--- src/rtl/uart_pkg.sv ---
// Shared types and constants for the UART blocks.
// Frame format is fixed at 8N1.
package uart_pkg;

  typedef enum logic [2:0] {
    IDLE,
    START,
    DATA,
    STOP,
    WAIT_IDLE
  } rx_state_t;

  localparam int unsigned DEF_CLK_FREQ  = 50_000_000;
  localparam int unsigned DEF_BAUD_RATE = 115_200;
  localparam int unsigned DATA_BITS     = 8;
  localparam int unsigned STOP_BITS     = 1;

endpackage

--- src/rtl/uart_sync2.sv ---
// Two-flop synchronizer for an asynchronous single-bit input.
// Both stages reset to RST_VAL so an idle line reads idle out of reset.
module uart_sync2 #(
  parameter logic RST_VAL = 1'b1
) (
  input  logic Clk,
  input  logic Rst,
  input  logic d,
  output logic q
);

  logic s1_d, s1_q;
  logic s2_d, s2_q;

  always_comb begin
    s1_d = d;
    s2_d = s1_q;
  end

  always_ff @(posedge Clk or posedge Rst) begin
    if (Rst) begin
      s1_q <= RST_VAL;
      s2_q <= RST_VAL;
    end else begin
      s1_q <= s1_d;
      s2_q <= s2_d;
    end
  end

  assign q = s2_q;

endmodule

--- src/rtl/uart_rx.sv ---
// 8N1 UART receiver: mid-bit sampling, one-cycle valid/error strobes,
// glitch rejection and break handling.
module uart_rx
  import uart_pkg::*;
#(
  parameter int CLK_FREQ    = DEF_CLK_FREQ,
  parameter int BAUD_RATE   = DEF_BAUD_RATE,
  parameter int BIT_PERIOD  = CLK_FREQ / BAUD_RATE,
  parameter int HALF_PERIOD = BIT_PERIOD / 2
) (
  input  logic       Clk,
  input  logic       Rst,
  input  logic       rx,
  output logic [7:0] rx_data,
  output logic       rx_valid,
  output logic       frame_err,
  output logic       rx_busy
);

  localparam logic [15:0] BIT_TC  = 16'(BIT_PERIOD - 1);
  localparam logic [15:0] HALF_TC = 16'(HALF_PERIOD - 1);
  localparam logic [2:0]  LAST_BIT = 3'(DATA_BITS - 1);

  logic rx_s;

  uart_sync2 #(.RST_VAL(1'b1)) u_sync (
    .Clk (Clk),
    .Rst (Rst),
    .d   (rx),
    .q   (rx_s)
  );

  rx_state_t   state_d, state_q;
  logic [15:0] clk_count_d, clk_count_q;
  logic [2:0]  bit_index_d, bit_index_q;
  logic [7:0]  shift_reg_d, shift_reg_q;
  logic [7:0]  rx_data_d, rx_data_q;
  logic        rx_valid_d, rx_valid_q;
  logic        frame_err_d, frame_err_q;
  logic        rx_busy_d, rx_busy_q;
  logic        armed_d, armed_q;

  always_comb begin
    state_d     = state_q;
    clk_count_d = clk_count_q;
    bit_index_d = bit_index_q;
    shift_reg_d = shift_reg_q;
    rx_data_d   = rx_data_q;
    rx_valid_d  = 1'b0;
    frame_err_d = 1'b0;
    // A start edge only counts once the line has been seen high after reset
    armed_d     = armed_q | rx_s;

    unique case (state_q)
      IDLE: begin
        clk_count_d = '0;
        bit_index_d = '0;
        if (!rx_s && armed_q) begin
          state_d = START;
        end
      end
      START: begin
        if (clk_count_q == HALF_TC) begin
          clk_count_d = '0;
          bit_index_d = '0;
          state_d     = rx_s ? IDLE : DATA;
        end else begin
          clk_count_d = clk_count_q + 16'd1;
        end
      end
      DATA: begin
        if (clk_count_q == BIT_TC) begin
          clk_count_d = '0;
          shift_reg_d[bit_index_q] = rx_s;
          if (bit_index_q == LAST_BIT) begin
            state_d = STOP;
          end else begin
            bit_index_d = bit_index_q + 3'd1;
          end
        end else begin
          clk_count_d = clk_count_q + 16'd1;
        end
      end
      STOP: begin
        if (clk_count_q == BIT_TC) begin
          clk_count_d = '0;
          if (rx_s) begin
            rx_data_d  = shift_reg_q;
            rx_valid_d = 1'b1;
            state_d    = IDLE;
          end else begin
            frame_err_d = 1'b1;
            state_d     = WAIT_IDLE;
          end
        end else begin
          clk_count_d = clk_count_q + 16'd1;
        end
      end
      WAIT_IDLE: begin
        if (rx_s) begin
          state_d = IDLE;
        end
      end
      default: begin
        state_d = IDLE;
      end
    endcase

    rx_busy_d = (state_d != IDLE);
  end

  always_ff @(posedge Clk or posedge Rst) begin
    if (Rst) begin
      state_q     <= IDLE;
      clk_count_q <= '0;
      bit_index_q <= '0;
      shift_reg_q <= '0;
      rx_data_q   <= '0;
      rx_valid_q  <= 1'b0;
      frame_err_q <= 1'b0;
      rx_busy_q   <= 1'b0;
      armed_q     <= 1'b0;
    end else begin
      state_q     <= state_d;
      clk_count_q <= clk_count_d;
      bit_index_q <= bit_index_d;
      shift_reg_q <= shift_reg_d;
      rx_data_q   <= rx_data_d;
      rx_valid_q  <= rx_valid_d;
      frame_err_q <= frame_err_d;
      rx_busy_q   <= rx_busy_d;
      armed_q     <= armed_d;
    end
  end

  assign rx_data   = rx_data_q;
  assign rx_valid  = rx_valid_q;
  assign frame_err = frame_err_q;
  assign rx_busy   = rx_busy_q;

endmodule

--- config.mk ---
export PLATFORM = sky130hd
export DESIGN_NAME = uart_rx
export DESIGN_NICKNAME = d
export VERILOG_FILES = /design/src/rtl/uart_pkg.sv /design/src/rtl/uart_sync2.sv /design/src/rtl/uart_rx.sv
export SDC_FILE = /design/constraint.sdc
export NUM_CORES = 1
export LEC_CHECK = 0
export BUFFER_PORTS_ARGS = -buffer_cell sky130_fd_sc_hd__buf_2
export CELL_PAD_IN_SITES_DETAIL_PLACEMENT = 1
export CELL_PAD_IN_SITES_GLOBAL_PLACEMENT = 2
export CORE_MARGIN = 3
export CORE_UTILIZATION = 42
export CTS_CLUSTER_SIZE = 40
export DETAILED_ROUTE_END_ITERATION = 10
export GPL_ROUTABILITY_DRIVEN = 0
export PLACE_DENSITY = 0.92
export SLEW_MARGIN = 15
export SYNTH_ARGS = -nofsm -noshare
export SYNTH_HDL_FRONTEND = slang
export SYNTH_SLANG_ARGS = --single-unit
--- constraint.sdc ---
create_clock -name Clk -period 5.4 [get_ports Clk]
set_input_delay 0.54 -clock Clk [delete_from_list [all_inputs] [get_ports Clk]]
set_output_delay 0.54 -clock Clk [all_outputs]
set_load 0.01 [all_outputs]
### Word-level counts from Yosys, hierarchy flattened

Cells that the tools add are included.

| cells by class | value |
|---|---|
| multiplexer cells | 25 |
| add/subtract/negate cells | 2 |
| divide/modulo/power cells | 0 |
| shifts and indexed selects | 0 |
| equal/unequal tests | 10 |
| bitwise gates (word level) | 1 |
| reduce and logical (&&, ||, !) cells | 11 |
| $lt $le $gt $ge | 2 |
| multipliers | 0 |

Operators by type and width:

| operator | number |
|---|---|
| $pmux W16 S3 | 1 |
| $mux W16 | 2 |
| $mux W3 | 10 |
| $add A16 B1 Y16 const B | 1 |
| $eq A16 B8 Y1 const B | 1 |
| $eq A16 B9 Y1 const B | 1 |
| $pmux W3 S5 | 1 |
| $pmux W3 S3 | 1 |
| $reduce_bool A3 Y1 | 3 |
| $bwmux W8 | 1 |
| $mux W1 | 7 |
| $eq A3 B2 Y1 const B | 2 |
| $eq A3 B3 Y1 const B | 2 |
| $ne A2 B2 Y1 const B | 3 |
| $lt A3 B4 Y1 const B | 1 |
| $reduce_and A4 Y1 | 1 |
| $add A3 B1 Y3 const B | 1 |
| $demux W1 S3 | 1 |
| $eq A3 B1 Y1 const B | 1 |
| $ge A3 B1 Y1 const B | 1 |
| $logic_not A3 Y1 | 1 |
| $reduce_and A3 Y1 | 1 |
| $logic_and A1 B1 Y1 | 2 |
| $mux W2 | 1 |
| 4 further kinds | 4 |

| storage, ports and cells | value |
|---|---|
| input bits | 3 |
| flip-flop bits (word level) | 44 |
| memories kept | 0 |
| bits in writable memories | 0 |
| word-level logic and storage cells | 62 |
| memory bits (read-only) | 0 |
| latch bits | 0 |
| output and inout bits | 11 |

### Longest topological paths before layout

Gate-level depths: netlist of run 1.

| logic depth | value |
|---|---|
| depth after elaboration | 5 |
| gate-level depth with buffers | 8 |
| gate-level depth less buffers | 7 |

### Hierarchy

Synthesis of run 1 repeated with hierarchy kept, for this count alone.

| second synthesis, totals | value |
|---|---|
| cell total of the unflattened synthesis | 213 |
| area total of the unflattened synthesis | 2274.7 sq um |

Modules (own cells, without submodules):

| module | instances | cells each | sequential area each (sq um) | area each (sq um) |
|---|---|---|---|---|
| uart_rx | 1 | 210 | 1051.0 | 2218.4 |
| uart_sync2 | 1 | 3 | 52.6 | 56.3 |

### Worst setup path after synthesis of run 1

OpenSTA, ideal clock, no wires.

| timing | value |
|---|---|
| path type | register -> register |
| start | register clk_count_q[1] |
| end | register rx_data_q[0], in the netlist rx_data[0] |
| library setup time | 0.125 ns |
| clock period less this slack | 2.129 ns |
| setup slack | 3.271 ns |
| stages on the path, launching flop included | 8 |
| arrival | 2.004 ns |
| required time | 5.275 ns |
| buffers on the path | 1 |
| cells stage by stage | dfrtp_1 inv_1 ha_1 nor3b_1 nand4_2 or4_4 buf_6 mux2_4 |

| on the way | value |
|---|---|
| cells in the longest elaborated chain, start to end | 2 |

RTL lines:

| what | line | RTL |
|---|---|---|
| start: declaration | uart_rx.sv:34 | `logic [15:0] clk_count_d, clk_count_q;` |
| start signal: assignment | uart_rx.sv:125 | `clk_count_q <= clk_count_d;` |
| $eq A16 B9 Y1 | uart_rx.sv:85 | `if (clk_count_q == BIT_TC) begin` |
| $reduce_and A3 Y1 (no source line) | n/a |  |
| end signal: assignment | uart_rx.sv:128 | `rx_data_q <= rx_data_d;` |
| end: declaration | uart_rx.sv:37 | `logic [7:0] rx_data_d, rx_data_q;` |

Every way passes these cells.
A chain may end at the register's enable or synchronous reset.

### Worst setup path after layout of run 1

| timing | value |
|---|---|
| start | register clk_count_q[1] |
| end | register clk_count_q[15] |

| on the way | value |
|---|---|
| cells in the longest elaborated chain, start to end | 3 |
| elaborated cells between the ends (all ways) | 6 |
| classes of those cells | add/sub (1); eq/ne (2); mux (3) |

RTL lines:

| what | line | RTL |
|---|---|---|
| $add A16 B1 Y16 (tied with other cells) | uart_rx.sv:68, uart_rx.sv:81, uart_rx.sv:96 |  |
| $mux W16, on equally long branches | uart_rx.sv:72, uart_rx.sv:85, uart_rx.sv:63 |  |
| $pmux W16 S3 * | uart_rx.sv:54 | `unique case (state_q)` |

Mark *: on every way between the ends. The rest lies on a longest branch, timed or not.

==> results of run 1 <==
## logic make-up (layout without fill, tap and decap cells)
group / Yosys count / count (layout) / share of synthesized area
and+or+nand+nor: 97 / 97 / 0.245
DFF: 44 / 44 / 0.495
AOI/OAI and AO/OA: 32 / 32 / 0.0949
muxes: 19 / 19 / 0.107
buffers and inverters: 15 / 29 / 0.0298
adders and majority gates: 5 / 5 / 0.0281
## sequential cells by signal, indices dropped and copies added (netlist names)
| register | flops |
|---|---|
| armed_q | 1 |
| bit_index_q | 3 |
| clk_count_q | 16 |
| frame_err | 1 |
| rx_busy | 1 |
| rx_data | 8 |
| rx_valid | 1 |
| shift_reg_q | 8 |
| state_q | 3 |
| u_sync.q | 1 |
| u_sync.s1_q | 1 |
## final cells by class
class	count	area share
Multi-Input combinational cell	153	0.429
Clock inverter	2	0.0157
Sequential cell	44	0.447
Clock buffer	6	0.0335
Tap cell	67	0.0340
Timing Repair Buffer	14	0.0294
Inverter	7	0.0107
## critical path: cells and delay by family, from the launching register on
kind	cells	cell delay, ns
compound gates	1	0.66
fa+ha+maj	1	0.13
buf+inv	1	0.10
flops	1	0.43
simple gates	4	0.93
## power by group through the flow
stage | combinational, mW | clock (mW) | sequential, mW
3_3_place_gp | 0.0844 | 0 | 0.387
3_5_place_dp | 0.0874 | 0 | 0.389
5_1_grt | 0.103 | 0.285 | 0.389
6_report | 0.0852 | 0.266 | 0.382
2_1_floorplan | 0.0684 | 0 | 0.380
4_1_cts | 0.0879 | 0.274 | 0.382
## metal layers
| metal | up-vias | track usage | wire length (µm) |
|---|---|---|---|
| met5 | - | 0 | 0 |
| met4 | 0 | 0.0567 | 62 |
| met3 | 7 | 0.0385 | 111 |
| met2 | 14 | 0.270 | 2160 |
| met1 | 801 | 0.231 | 2220 |
| li1 | 800 | - | - |
## cell usage after synthesis (all sizes together) (2+ instances only)
library cell	count	area [µm²]
nand2b	2	12.5
o21bai	2	15.0
o2bb2ai	2	17.5
nand4	7	50.1
nor3	4	20.0
nand3	15	75.1
inv	7	26.3
a22o	3	26.3
or4	5	41.3
and4bb	2	25.0
dfrtp	42	1050
nor3b	6	45.0
o311ai	4	35.0
o21ai	12	60.1
dfstp	2	52.6
nand2	29	109
ha	5	62.6
and4	2	17.5
clkbuf	5	18.8
nand3b	3	22.5
mux2	15	199
nor2	13	48.8
mux2i	4	40.0
buf	3	21.3
a21oi	4	20.0
or2	3	18.8
## metrics by stage
step                      hold WS, ns  std cells  area (µm²)  utilization
after floorplan                 0.345        212        2230            -
after global placement          0.347        285        2340        0.477
after detailed placement        0.350        285        2340        0.477
after CTS                       0.320        293        2470        0.502
after global routing            0.318        293        2470        0.502
final                           0.333        293        2470        0.502
## worst min-delay path by stage
stage / slack (ns) / to / start / cells after the start
after floorplan: 0.35 / u_sync.q / u_sync.s1_q / 0
after global placement: 0.35 / u_sync.q / u_sync.s1_q / 0
after detailed placement: 0.35 / u_sync.q / u_sync.s1_q / 0
after CTS: 0.32 / u_sync.s1_q / rx / 1
after global routing: 0.32 / u_sync.s1_q / rx / 1
final: 0.33 / u_sync.s1_q / rx / 1
==> key figures, run 1 <==
Outcome
  • Outcome: finished clean

Yosys
  • Syn avg cell area: 10.5 µm²
  • Synth cell types: 41
  • Post-synth EDFFs: 0
  • Sequential element share of the synthesized area: 0.495
  • Syn Nets: 220
  • Seq cells post-synth: 44
  • Cells after Synth: 212
  • Yosys Warn Count: 0
  • Synth Flop Type: dfrtp_1
  • Cell Area, Synth: 0.00223 mm²
  • FFs w/ async S/R, synth: 1.00

Setup path
  • CP Cell Sequence: inv_1 > ha_1 > nor3b_1 > nand4_2 > a22oi_1 > or4b_2 > nand3_1
  • R2r startpoint: clk_count_q[1]
  • Worst r2r dst: clk_count_q[15]
  • CP startpoint kind: flop
  • Critical Path End Type: flop
  • Largest stage delay, worst path: 0.66 ns
  • Critical Path Start: clk_count_q[1]
  • Critical-path top delay cell: a22oi_1
  • Critical Path RT: 5.59 ns
  • Crit path DAT: 2.53 ns
  • CP max FO: 10
  • Crit path to: clk_count_q[15]
  • Internal reg-to-reg setup slack: 3.06 ns
  • Setup Crit Path Kind: reg -> reg
  • Reg2Reg Depth: 7

CTS
  • Clk root buf: clkbuf_8
  • Resize count post-CTS: 0
  • CTS tree: yes
  • Hold-fix buffers, CTS: 0
  • H-tree levels: 2
  • Setup Fix Bufs, Post-CTS: 0
  • TritonCTS Buffers: 5
  • Clock-pin slew on the worst setup and hold paths: 0.09 ns
  • Clock Latency Late Sink: 0.30 ns
  • Clock sink count: 44
  • Max clock buf depth: 2

Final layout
  • Layout area overhead: 10.7%
  • Layout cells sized above 1: 0.217
  • Commonest non-fill, non-tap cells in the layout: dfrtp_1, nand2_1, nand3_1, nor2_1, buf_2
  • Antenna cell count: 0
  • Sequential cell area: 0.00110 mm²
  • # fillers: 572
  • Area occupied by multi-input gates: 0.00106 mm²
  • Commonest non-fill, non-tap cell in the layout: dfrtp_1
  • Net count, final: 233

Global routing
  • Vias in the first global route: 1683
  • Total congestion overflow: 0
  • Largest net degree at the start of global routing: 45
  • Initial antenna violation count: 0
  • Gr usage total: 0.170
  • First-pass GRT wire length: 8290 µm

Placement
  • Pre-CTS WS: 3.01 ns
  • Detailed placement HPWL: 3190 µm
  • # port buffers: 13

Floorplan
  • Die area: 0.00622 mm²
  • Std cell rows: 25
  • I/O pin count: 14
  • Initial core utilization: 0.454
  • Core region area: 0.00491 mm²
  • Die Y: 78.8 µm
  • Die width: 78.8 µm

Timing
  • Endpoints failing hold: 0
  • Setup_tns: 0 ns
  • # setup viols final: 0
  • Final Critical Period: 2.34 ns
  • Final WS setup: 3.06 ns
  • Max Slew Vio Count: 0
  • RSZ-0062 raised after global routing: false
  • Worst Clk Skew: 0.0100 ns
  • Final cycle utilization of the critical path: 0.433
  • Least-Margin Pin Slew: 0.901 ns
  • Slew Limit Headroom: 0.398
  • F_max: 0.427 GHz

Drt
  • Routed vias/inst: 5.54
  • Post-DRT Antenna Nets: 0
  • 1st-iter DRT viols: 49
  • Vias: 1622
  • # DRC: 0
  • Routed WL: 4550 µm
  • WL/cell: 15.5 µm
  • Drt pass-1 iters: 4

Hold path
  • Hold WC Path Type: in -> reg

Power
  • Max rail drop VDD: 0.202 mV
  • Flop pwr share: 0.521
  • Clock share of power: 0.363
  • Combinational fraction of design power: 0.116
  • Internal power: 0.537 mW
  • Pleak: 1.14 nW
  • Total Power: 0.733 mW
  • Sw Share: 0.268
  • P per Cell Area: 297 mW/mm²
  • Switching pwr: 0.196 mW

Flow run
  • Max cap viols: 0
No activity file was read; power rests on OpenSTA's default activity.
==> run 2: changes to the inputs <==
--- a/config.mk
+++ b/config.mk
@@ -5,15 +5,16 @@
 export SDC_FILE = /design/constraint.sdc
 export NUM_CORES = 1
 export LEC_CHECK = 0
+export ABC_AREA = 1
 export BUFFER_PORTS_ARGS = -buffer_cell sky130_fd_sc_hd__buf_2
 export CELL_PAD_IN_SITES_DETAIL_PLACEMENT = 1
 export CELL_PAD_IN_SITES_GLOBAL_PLACEMENT = 2
 export CORE_MARGIN = 3
-export CORE_UTILIZATION = 42
+export CORE_UTILIZATION = 32
 export CTS_CLUSTER_SIZE = 40
 export DETAILED_ROUTE_END_ITERATION = 10
 export GPL_ROUTABILITY_DRIVEN = 0
-export PLACE_DENSITY = 0.92
+export PLACE_DENSITY = 0.84
 export SLEW_MARGIN = 15
 export SYNTH_ARGS = -nofsm -noshare
 export SYNTH_HDL_FRONTEND = slang
==> constraint.sdc (replaced) <==
create_clock -name Clk -period 2.05 [get_ports Clk]
set_input_delay 0.205 -clock Clk [delete_from_list [all_inputs] [get_ports Clk]]
set_output_delay 0.205 -clock Clk [all_outputs]
set_load 0.01 [all_outputs]
==> key figures, run 2 <==
Yosys
  • Cells after Synth: 323
  • Syn Nets: 331
  • Cell Area, Synth: 0.00243 mm²
  • Seq cells post-synth: 44
  • Most frequent cells after synthesis: nand2_1, nor2_1, dfrtp_1, inv_1, nand3_1
  • Synth top area share: 0.432
  • Most numerous cell in the Yosys netlist: nand2_1
  • Sequential element share of the synthesized area: 0.453
  • Synth cell types: 34
  • Post-synth EDFFs: 0
  • FFs w/ async S/R, synth: 1.00
  • Yosys Warn Count: 0
  • Synth area leaders: dfrtp_1, nand2_1, nor2_1
  • Synth Flop Type: dfrtp_1
  • Syn avg cell area: 7.53 µm²
  • Largest area contributor in the netlist: dfrtp_1

CTS
  • Clock-pin slew on the worst setup and hold paths: 0.09 ns
  • Setup Fix Bufs, Post-CTS: 0
  • TritonCTS Buffers: 5
  • Clock Latency Late Sink: 0.30 ns
  • Max clock buf depth: 2
  • Clk root buf: clkbuf_8
  • Clock sink count: 44
  • CTS tree: yes
  • H-tree levels: 2

Setup path
  • Critical Path RT: 2.24 ns
  • CP Cell Sequence: inv_1 > ha_1 > inv_1 > nor2_1 > nand2_1 > nor2_2 > nand2_2 > nand2_2 > nand2_4 > nor2_8 > nor2_1
  • Largest stage delay, worst path: 0.42 ns
  • CP startpoint kind: flop
  • CP max FO: 9
  • Critical Path End Type: flop
  • Setup Crit Path Kind: reg -> reg
  • Crit path DAT: 1.88 ns
  • Critical-path top delay cell: dfrtp_1

Power
  • Total Power: 2.03 mW
  • Pleak: 1.37 nW
  • Max rail drop VDD: 0.271 mV
  • P per Cell Area: 733 mW/mm²

Placement
  • Detailed placement HPWL: 4590 µm
  • # port buffers: 13
  • Pre-CTS WS: 0.288 ns
  • DP Area: 0.00263 mm²

Global routing
  • Initial antenna violation count: 0
  • Vias in the first global route: 2154
  • First-pass GRT wire length: 10500 µm
  • Gr usage total: 0.152
  • Total congestion overflow: 0
  • Largest net degree at the start of global routing: 30

Final layout
  • Layout area overhead: 13.7%
  • # fillers: 912
  • Commonest non-fill, non-tap cells in the layout: nand2_1, nor2_1, dfrtp_1, inv_1, nand3_1
  • Antenna cell count: 0
  • Max FFs per register: 16
  • Net count, final: 353
  • Design area: 0.00277 mm²
  • Layout cells sized above 1: 0.139
  • Most flops, register: clk_count_q
  • Commonest non-fill, non-tap cell in the layout: nand2_1

Drt
  • # DRC: 0
  • Post-DRT Antenna Nets: 0
  • Routed WL: 5890 µm
  • 1st-iter DRT viols: 76
  • WL/cell: 13.2 µm
  • Routed vias/inst: 4.60
  • Vias: 2047
  • Drt pass-1 iters: 4

Floorplan
  • Std cell rows: 31
  • I/O pin count: 14
  • Die area: 0.00869 mm²
  • Core region area: 0.00733 mm²
  • Die Y: 93.2 µm
  • Die width: 93.2 µm
  • Initial core utilization: 0.332

Timing
  • Final Critical Period: 1.69 ns
  • Final WS setup: 0.357 ns
  • F_max: 0.591 GHz
  • # setup viols final: 0
  • Slew Limit Headroom: 0.591
  • Endpoints failing hold: 0
  • Max Slew Vio Count: 0
  • Least-Margin Pin Slew: 0.613 ns
  • Worst Clk Skew: 0.00498 ns
  • Setup_tns: 0 ns
  • RSZ-0062 raised after global routing: false
  • Final cycle utilization of the critical path: 0.826

Flow run
  • Max cap viols: 0

Outcome
  • Outcome: finished clean

Hold path
  • Hold WC Path Type: reg -> reg
-- run 2: cell types whose count changed after synthesis, sizes merged, moves of 5 or more --
cell   delta
or4       -5
xor2      +7
nor3b     -6
inv      +26
nand3     +7
nand2    +84
nor2     +47
mux2     -15
-- run 2: final timing paths --
path                                start  slack [ns]        endpoint  cells past startpoint
max in group asynchronous             Rst        0.95  bit_index_q[1]                      4
setup / recovery           clk_count_q[1]        0.36  clk_count_q[8]                     11
hold reg to reg               u_sync.s1_q        0.36        u_sync.q                      0
setup reg to reg           clk_count_q[1]        0.36  clk_count_q[8]                     11
hold / removal                u_sync.s1_q        0.36        u_sync.q                      0
min in group asynchronous             Rst        0.52      rx_data[2]                      3
-- run 2: cell type report --
type                       count  area, µm²  area share
inverter                      35        133      0.0479
tap                           99        124      0.0448
clock buffer                   5       68.8      0.0249
clock inverter                 3       47.5      0.0172
sequential                    44       1100       0.399
timing repair buffer          19        115      0.0416
multi-input combinational    240       1180       0.425
-- run 2: cell families after synthesis --
group / Yosys count / share of synthesized area
AOI/OAI and AO/OA: 17 / 0.0422
xor gates and xnor gates: 8 / 0.0288
DFF: 44 / 0.453
buffers and inverters: 39 / 0.0643
adders and majority gates: 5 / 0.0257
and+or+nand+nor: 210 / 0.386
-- run 2: timing repair --
item,in CTS,in global routing
gates resized for setup,0,1
endpoints found under the setup margin,0,2
hold endpoints to repair,18,0
hold buffers,2,0
-- run 2: metal layers --
layer  up-vias  share of wire  track usage
met4         0          0.011       0.0403
met1       963           0.51        0.217
met3         6          0.023       0.0249
met5         -              0            0
li1       1054              -            -
met2        24           0.45        0.239
-- run 2: metrics by stage --
stage          utilization  hold slack [ns]  cells
5_1_grt              0.378            0.372    445
3_3_place_gp         0.359            0.311    435
6_report             0.378            0.362    445
3_5_place_dp         0.359            0.311    435
2_1_floorplan            -            0.209    323
4_1_cts              0.377            0.363    445
-- run 2: report_power, final --
part           switching (mW)  internal [mW]
combinational           0.211          0.121
sequential             0.0839          0.926
clock                   0.319          0.367
-- run 2: critical path: cells and delay by family, from the launching register on --
family / cells / cell delay, ns
flip-flops: 1 / 0.42
AND/OR/NAND/NOR: 8 / 0.84
buffers and inverters: 2 / 0.16
adder cells (fa/ha/maj): 1 / 0.19
==> run 3: changes to the inputs <==
==> constraint.sdc (replaced) <==
create_clock -name Clk -period 1.4 [get_ports Clk]
set_input_delay 0.14 -clock Clk [delete_from_list [all_inputs] [get_ports Clk]]
set_output_delay 0.14 -clock Clk [all_outputs]
set_load 0.01 [all_outputs]
==> key figures, run 3 (synthesis results as in run 2) <==
Power
  • Sw Share: 0.332
  • Switching pwr: 1.17 mW
  • Flop pwr share: 0.422
  • Internal power: 2.35 mW
  • P per Cell Area: 1020 mW/mm²
  • Clock share of power: 0.297
  • Combinational fraction of design power: 0.281
  • Total Power: 3.52 mW
  • Max rail drop VDD: 0.459 mV
  • Pleak: 1.67 nW

Setup path
  • Critical Path RT: 1.60 ns
  • Setup Crit Path Kind: reg -> reg
  • Worst r2r dst: clk_count_q[9]
  • Reg2Reg Depth: 11
  • CP startpoint kind: flop
  • R2r startpoint: clk_count_q[1]
  • CP max FO: 6
  • Internal reg-to-reg setup slack: -0.26 ns
  • Crit path DAT: 1.86 ns
  • Critical Path Start: clk_count_q[1]
  • Critical Path End Type: flop

Final layout
  • Layout area overhead: 41.9%
  • Commonest non-fill, non-tap cells in the layout: nand2_1, buf_4, nor2_1, dfrtp_1, inv_1
  • Antenna cell count: 0
  • Commonest non-fill, non-tap cell in the layout: nand2_1
  • Design area: 0.00345 mm²
  • Final core utilization: 0.471
  • Layout cells sized above 1: 0.388
  • Most flops, register: clk_count_q
  • Net count, final: 409
  • # fillers: 899
  • Max FFs per register: 16

Global routing
  • Gr usage total: 0.172
  • Vias in the first global route: 2320
  • Largest net degree at the start of global routing: 17
  • Total congestion overflow: 0
  • First-pass GRT wire length: 11700 µm
  • Initial antenna violation count: 0

Floorplan
  • Die width: 93.2 µm
  • Die area: 0.00869 mm²
  • Initial core utilization: 0.332
  • I/O pin count: 14
  • Core region area: 0.00733 mm²
  • Die Y: 93.2 µm
  • Std cell rows: 31

Drt
  • Drt pass-1 iters: 4
  • 1st-iter DRT viols: 108
  • WL/cell: 15.2 µm
  • Routed WL: 7630 µm
  • Routed vias/inst: 4.72
  • Post-DRT Antenna Nets: 0
  • # DRC: 0
  • Vias: 2365

Timing
  • Endpoints failing hold: 0
  • Slew Limit Headroom: 0.779
  • RSZ-0062 raised after global routing: true
  • Final WS setup: -0.259 ns
  • # setup viols final: 37
  • F_max: 0.603 GHz
  • Final Critical Period: 1.66 ns
  • Worst Clk Skew: 0.00961 ns
  • Final cycle utilization of the critical path: 1.19
  • Setup_tns: -6.14 ns
  • Least-Margin Pin Slew: 0.331 ns
  • Hold_ws: 0.318 ns
  • Max Slew Vio Count: 0

CTS
  • Clock Latency Late Sink: 0.31 ns
  • Clk root buf: clkbuf_8
  • Clock-pin slew on the worst setup and hold paths: 0.10 ns
  • TritonCTS Buffers: 5
  • H-tree levels: 2
  • Clock sink count: 44
  • CTS tree: yes
  • Max clock buf depth: 2

Flow run
  • Max cap viols: 0

Placement
  • Detailed placement HPWL: 5100 µm
  • # port buffers: 13
  • DP Area: 0.00293 mm²

Outcome
  • Failing checks: negative setup slack
  • Outcome: complete, but fails checks

Hold path
  • Hold WC Path Type: in -> async
run 3: cell types whose count changed in the layout (fill, tap and decap cells not counted), moves of 7 or more:
cell	change
buf_4	+49
nor2_4	+11
nand2_1	-15
dfrtp_2	+7
dfrtp_1	-7
nand2_2	+13
nor2_1	-12
run 3: repair_timing:
action / in CTS / in global routing
gates cloned: 1 / 2
buffers inserted: 5 / 13
setup endpoints to repair: 39 / 40
pin swaps: 21 / 19
endpoints found under the hold margin: 14 / 0
gates resized for setup: 46 / 34
hold buffers: 2 / 0
run 3: power by group through the flow:
stage / logic [mW] / registers (mW) / clock network, mW
2_1_floorplan: 0.460 / 1.46 / 0
4_1_cts: 0.924 / 1.48 / 1.07
3_5_place_dp: 0.704 / 1.49 / 0
6_report: 0.990 / 1.49 / 1.04
5_1_grt: 1.09 / 1.50 / 1.14
3_3_place_gp: 0.667 / 1.49 / 0
run 3: critical path, stage by stage, from the launching register on:
cell     delay [ns]
dfrtp_1        0.41
inv_2          0.10
ha_4           0.15
inv_2          0.03
nor2_1         0.10
nand2_1        0.09
nor2_2         0.14
nand2_2        0.10
nand2_2        0.09
nand2_4        0.10
nor2_8         0.17
nor2_1         0.07
run 3: cell type report:
class                           count  area, µm²  area share
Timing Repair Buffer               72        528       0.153
Clock buffer                        5       68.8      0.0199
Clock inverter                      3       47.5      0.0138
Multi-Input combinational cell    242       1430       0.413
Inverter                           35        139      0.0402
Sequential cell                    44       1110       0.322
Timing Repair inverter              1       6.26     0.00181
Tap cell                           99        124      0.0359
run 3: metrics by stage:
step,setup WS [ns],instances
final,-0.259,501
after global routing,-0.326,501
after CTS,-0.150,488
after detailed placement,-0.175,472
after global placement,-0.0899,472
after floorplan,-0.0277,323
run 3: how the worst max path moves through the flow:
| stage | slack, ns | end | cells after the start |
|---|---|---|---|
| after global placement | -0.09 | clk_count_q[7] | 11 |
| final | -0.26 | clk_count_q[9] | 11 |
| after CTS | -0.15 | clk_count_q[9] | 11 |
| after global routing | -0.33 | clk_count_q[9] | 11 |
| after detailed placement | -0.18 | shift_reg_q[0] | 10 |
| after floorplan | -0.03 | clk_count_q[7] | 11 |
run 3: routing by layer:
metal	track usage	vias to the layer above	part of all wire
met1	0.234	1158	0.45
met5	0	-	0
li1	-	1169	-
met3	0.0225	11	0.021
met2	0.290	27	0.51
met4	0.0440	0	0.018
